$ cat src/rtl/uart_tx_arbiter.sv
// Round-robin arbiter/sequencer that shares one uart_tx among NUM_CH byte producers, optionally tagging each payload with its channel.
// Latency: request accepted on edge N, first byte (tag or payload) offered with tx_valid=1 from cycle N+1; at least one IDLE cycle between frames.
// Backpressure: tx_valid/tx_data held stable while tx_ready=0; req_ready is only raised in IDLE, so requesters hold valid+data until granted.
module uart_tx_arbiter #(
  parameter int                    DATA_WIDTH = 8,
  parameter int                    NUM_CH     = 4,
  parameter bit                    TAG_EN     = 1'b1,
  parameter logic [DATA_WIDTH-1:0] TAG_BASE   = 'hF0,
  localparam int                   CH_W       = (NUM_CH > 1) ? $clog2(NUM_CH) : 1
) (
  input  logic                         clk,
  input  logic                         rstn,
  input  logic [NUM_CH-1:0]            req_valid,
  input  logic [NUM_CH*DATA_WIDTH-1:0] req_data,
  output logic [NUM_CH-1:0]            req_ready,
  output logic [DATA_WIDTH-1:0]        tx_data,
  output logic                         tx_valid,
  input  logic                         tx_ready,
  output logic                         busy,
  output logic [CH_W-1:0]              cur_ch,
  output logic [15:0]                  frame_cnt
);

  typedef enum logic [1:0] {
    IDLE = 2'd0,
    TAG  = 2'd1,
    DATA = 2'd2
  } state_t;

  localparam logic [CH_W:0]   NUM_CH_V = (CH_W+1)'(NUM_CH);
  localparam logic [CH_W-1:0] LAST_CH  = CH_W'(NUM_CH - 1);

  state_t                  state_q, state_n;
  logic                    tx_valid_q, tx_valid_n;
  logic [DATA_WIDTH-1:0]   tx_data_q, tx_data_n;
  logic [DATA_WIDTH-1:0]   hold_q, hold_n;
  logic [CH_W-1:0]         cur_ch_q, cur_ch_n;
  logic [CH_W-1:0]         rr_ptr_q, rr_ptr_n;
  logic [15:0]             frame_q, frame_n;

  logic [DATA_WIDTH-1:0]   req_arr [NUM_CH];
  logic [CH_W-1:0]         win;
  logic                    found;
  logic [CH_W:0]           scan;
  logic                    tx_xfer;

  // Unpack the flat request bus into one byte per channel
  always_comb begin
    for (int i = 0; i < NUM_CH; i++) begin
      req_arr[i] = req_data[i*DATA_WIDTH +: DATA_WIDTH];
    end
  end

  // Round-robin search: first valid channel starting at rr_ptr, wrapping mod NUM_CH
  always_comb begin
    win   = '0;
    found = 1'b0;
    scan  = '0;
    for (int k = 0; k < NUM_CH; k++) begin
      scan = {1'b0, rr_ptr_q} + (CH_W+1)'(k);
      if (scan >= NUM_CH_V) begin
        scan = scan - NUM_CH_V;
      end
      if (!found && req_valid[scan[CH_W-1:0]]) begin
        found = 1'b1;
        win   = scan[CH_W-1:0];
      end
    end
  end

  assign tx_xfer = tx_valid_q && tx_ready;

  // Next-state and next-output logic for the grant/tag/payload sequence
  always_comb begin
    state_n    = state_q;
    tx_valid_n = tx_valid_q;
    tx_data_n  = tx_data_q;
    hold_n     = hold_q;
    cur_ch_n   = cur_ch_q;
    rr_ptr_n   = rr_ptr_q;
    frame_n    = frame_q;
    req_ready  = '0;
    case (state_q)
      IDLE: begin
        if (found) begin
          req_ready[win] = 1'b1;
          hold_n         = req_arr[win];
          cur_ch_n       = win;
          tx_valid_n     = 1'b1;
          if (TAG_EN) begin
            tx_data_n = TAG_BASE | DATA_WIDTH'(win);
            state_n   = TAG;
          end else begin
            tx_data_n = req_arr[win];
            state_n   = DATA;
          end
        end
      end
      TAG: begin
        if (tx_xfer) begin
          tx_data_n = hold_q;
          state_n   = DATA;
        end
      end
      DATA: begin
        if (tx_xfer) begin
          tx_valid_n = 1'b0;
          frame_n    = frame_q + 16'd1;
          rr_ptr_n   = (cur_ch_q == LAST_CH) ? '0 : cur_ch_q + 1'b1;
          state_n    = IDLE;
        end
      end
      default: begin
        state_n    = IDLE;
        tx_valid_n = 1'b0;
      end
    endcase
  end

  // State and datapath registers; reset abandons any frame in flight
  always_ff @(posedge clk or negedge rstn) begin
    if (!rstn) begin
      state_q    <= IDLE;
      tx_valid_q <= 1'b0;
      tx_data_q  <= '0;
      hold_q     <= '0;
      cur_ch_q   <= '0;
      rr_ptr_q   <= '0;
      frame_q    <= '0;
    end else begin
      state_q    <= state_n;
      tx_valid_q <= tx_valid_n;
      tx_data_q  <= tx_data_n;
      hold_q     <= hold_n;
      cur_ch_q   <= cur_ch_n;
      rr_ptr_q   <= rr_ptr_n;
      frame_q    <= frame_n;
    end
  end

  assign tx_valid  = tx_valid_q;
  assign tx_data   = tx_data_q;
  assign busy      = (state_q != IDLE);
  assign cur_ch    = cur_ch_q;
  assign frame_cnt = frame_q;

endmodule
$ cat config.mk
export PLATFORM = sky130hd
export DESIGN_NAME = uart_tx_arbiter
export DESIGN_NICKNAME = d
export VERILOG_FILES = /design/src/rtl/uart_tx_arbiter.sv
export SDC_FILE = /design/constraint.sdc
export NUM_CORES = 1
export LEC_CHECK = 0
export CAP_MARGIN = 20
export CORE_UTILIZATION = 42
export DETAILED_ROUTE_END_ITERATION = 8
export PLACE_DENSITY = 0.73
export REMOVE_ABC_BUFFERS = 1
export SYNTH_ARGS = -nofsm -noshare
export SYNTH_HDL_FRONTEND = slang
export SYNTH_SLANG_ARGS = --single-unit
$ cat constraint.sdc
create_clock -name clk -period 1.7 [get_ports clk]
set_input_delay 0.255 -clock clk [delete_from_list [all_inputs] [get_ports clk]]
set_output_delay 0.255 -clock clk [all_outputs]
set_load 0.005 [all_outputs]
==> summary.txt <==
Outcome
  • Outcome: finished with violations
  • Violated checks: setup timing

Final layout
  • Post-synthesis to final-layout area growth: 60.5%
  • Post-Layout Inst Area: about 3500 um^2
  • Count of placed standard cells in the final layout, fillers left out: between 300 and 400
  • Post-Route Utilization: between 70% and 80%
  • FILL cells: 350
  • Nets: 362
  • Ratio of cells with drive above 1 in the final layout: 27.3%
  • Ant. Diodes: 0

Timing
  • Relative slew slack: between 60 and 70%
  • Setup repair after global routing missed its margin: yes
  • Setup-failing EPs final: 13
  • Total count of hold-check failures in the final report: 0
  • Setup TNS Final: -2.12 ns
  • FMAX: 505 MHz
  • Setup clock skew after layout: between 0.006 and 0.007 ns
  • Final critical-path share of the clock period: 116%
  • Slew at the pin with the worst max-slew slack: 0.499 ns
  • Final worst setup slack: -0.279 ns
  • Max-slew violation total from the final report: 0
  • Final Critical Period: 1.98 ns

Worst setup path
  • Type of element launching the critical path: register
  • Capture point of the worst path: req_ready[1]
  • CP max FO: 5
  • Cells on worst reg2reg path: 8
  • Critical path endpoint category: primary output
  • WP data arrival: 1.72 ns
  • Required time reported for the critical path endpoint: 1.44 ns
  • Terminus of the critical flop-to-flop path: hold_q[7]
  • Reg-to-Reg Start: rr_ptr_q[1]
  • Crit path from: rr_ptr_q[1]
  • Internal reg-to-reg setup slack: -0.16 ns
  • Worst Path Class, Setup: reg -> out

Logic synthesis
  • Number of flops mapped to enable cells by yosys: 0
  • Fraction of synthesis flops using an asynchronous set or reset pin: 100%
  • Top flip-flop cell by instance count after synthesis: sky130_fd_sc_hd__dfrtp_1
  • Part of the Yosys area used for sequential elements: 44.8%
  • Post-synthesis cell count: 216
  • Average instance area after synthesis: 10.1 um^2
  • Synth warnings: 0
  • Unique masters post-synth: 48
  • Register bit total from synthesis: 39
  • Mapped Area: around 2200 um^2

Route
  • Average via count per standard cell: 5.12
  • Drc violations: 0
  • Post-route ant nets: 0
  • Wire length after detailed routing: around 5500 um
  • Initial detailed-routing violation count: approximately 100
  • Iteration count of the initial detailed-routing pass: 4
  • Routed len/inst: 14.1 um
  • Count of vias placed by the detailed router: 1991

Die
  • Chip Height: 74.0 um
  • Initial Util: between 40 and 50%
  • Count of boundary I/O pins: 71
  • Die span in x: about 74 um
  • Core area: 4850 um^2
  • Die outline area: 5480 um^2
  • Row count: 25

Hold path
  • HP Class: in -> async

Clock network
  • Clock Tree Root: sky130_fd_sc_hd__clkbuf_8
  • Number of levels the H-tree was split into: 2
  • TritonCTS clock tree: done
  • Total clock buffers created by CTS: 5
  • Clock edge transition at the registers on the reported setup and hold paths: 0.08 ns
  • Worst-Skew Late Latency: around 0.29 ns
  • Clk sink count: 39
  • CTS max path bufs: 2

GRT
  • Remaining global-route overflow: 0
  • Global-route total usage across every layer: 21.2%
  • Global-route wire length before repair: 8760 um
  • Vias in the first global route: 1901
  • Number of antenna violations at the first check in global routing: 0
  • Largest net degree at the start of global routing: 40

Placement
  • Port-buffer cells: 70
  • Detailed-placement wirelength estimate: 3830 um
  • Weighted congestion reported at the end of routability-driven placement: 0.818
  • Cell area reported after detailed placement: ~3100 um^2
  • Number of cells in the design after placement: 369

Pwr
  • Power density over the cells: 1400 nW/um^2
  • Maximum resistive drop on vdd: roughly 0.77 mV
  • Leakage power: ~1.5 nW

Run
  • Max cap viols: 0
## layer usage
layer | up-vias | routed length [um] | track usage [%]
met5 | - | 0 | 0
li1 | 981 | - | -
met2 | 51 | 2760 | 34.9
met3 | 7 | 182 | 3.39
met4 | 0 | 70 | 6.84
met1 | 952 | 2460 | 28.5
## worst min path at each step
stage,cells after the start,endpoint,start
finish,2,frame_cnt[5],rstn
detailed placement,2,frame_cnt[0],rstn
floorplan,0,cur_ch[0],rstn
global route,2,frame_cnt[5],rstn
global placement,2,frame_cnt[0],rstn
CTS,2,frame_cnt[0],rstn
## sequential cells by signal, indices dropped and copies added, names as in the netlist
| signal | count |
|---|---|
| cur_ch | 2 |
| frame_cnt | 16 |
| hold_q | 8 |
| rr_ptr_q | 2 |
| state_q | 2 |
| tx_data | 8 |
| tx_valid | 1 |
## stage by stage
step / setup WS [ns] / hold WS, ns / power (mW)
after CTS: -0.216 / 0.0199 / 4.65
after global placement: -0.676 / 0.334 / 3.58
final: -0.279 / 0.00969 / 4.88
after detailed placement: -0.686 / 0.343 / 3.61
after floorplan: -0.0898 / -0.0406 / 2.60
after global routing: -0.371 / 0.0457 / 5.20
## worst max-delay path: stages, from the launching register on
cell,delay [ns]
sky130_fd_sc_hd__dfrtp_2,0.46
sky130_fd_sc_hd__mux2i_4,0.30
sky130_fd_sc_hd__nor2_4,0.06
sky130_fd_sc_hd__nor3_4,0.13
sky130_fd_sc_hd__buf_6,0.14
sky130_fd_sc_hd__nand2_1,0.05
sky130_fd_sc_hd__nor2_1,0.14
sky130_fd_sc_hd__buf_2,0.14
## Yosys cell counts, drive strengths merged, types with 2 or more instances
cell	count	area, um^2
dfrtp	39	976
nand2	33	124
nor2	18	72.6
o21ai	11	55.1
xnor2	11	96.3
and4	10	87.6
mux2i	9	103
o311ai	8	100
o31a	8	70.1
a21oi	7	38.8
buf	7	48.8
inv	6	22.5
clkbuf	4	16.3
nand4	4	31.3
or2	4	25.0
xor2	4	35.0
nand3	3	15.0
nor2b	3	18.8
nor3	3	26.3
a21o	2	15.0
a31oi	2	12.5
ha	2	25.0
nand2b	2	12.5
nor4	2	18.8
o22a	2	17.5
o22ai	2	12.5
or3	2	12.5
## placed cells by master, fill, tap and decap left out, drive strengths merged, types with 6 or more instances in the layout
cell type and count:
and4 10, a21oi 7, o31a 8, o311ai 8, mux2i 9, clkbuf 6, buf 44, clkdlybuf4s50 61
inv 6, nor2 18, dfrtp 39, nand2 33, o21ai 11, xnor2 11
## cell families (layout without fill, tap and decap cells)
logic type / count (synthesis) / count (layout) / share of synthesized area (%)
muxes: 10 / 10 / 5.23
buffers and inverters: 17 / 123 / 4.02
DFF: 39 / 39 / 44.8
adders and majority gates: 2 / 2 / 1.15
xor gates and xnor gates: 15 / 15 / 6.03
and+or+nand+nor: 88 / 88 / 22.5
AOI/OAI and AO/OA: 45 / 45 / 16.2
## what timing repair did
item                                    CTS  global route
endpoints found under the setup margin   23            26
pin swaps                                 8             8
resized for setup                        49            13
buffers inserted                          6             6
hold buffers                              0             0
## final cells by class
| cell class | count | area, um^2 | share of cell area (%) |
|---|---|---|---|
| Timing Repair Buffer | 109 | 1010 | 28.9 |
| Multi-Input combinational cell | 160 | 1280 | 36.7 |
| Clock buffer | 6 | 82.6 | 2.36 |
| Tap cell | 67 | 83.8 | 2.40 |
| Clock inverter | 2 | 35.0 | 1.00 |
| Sequential cell | 39 | 977 | 28.0 |
| Inverter | 6 | 22.5 | 0.645 |
## report_power, final
part	switching (mW)	internal (mW)	leakage, nW
Sequential	0.228	1.23	0.487
Clock	0.314	0.475	0.0612
Combinational	1.17	1.46	0.944
No activity file was read; power rests on OpenSTA's default activity.
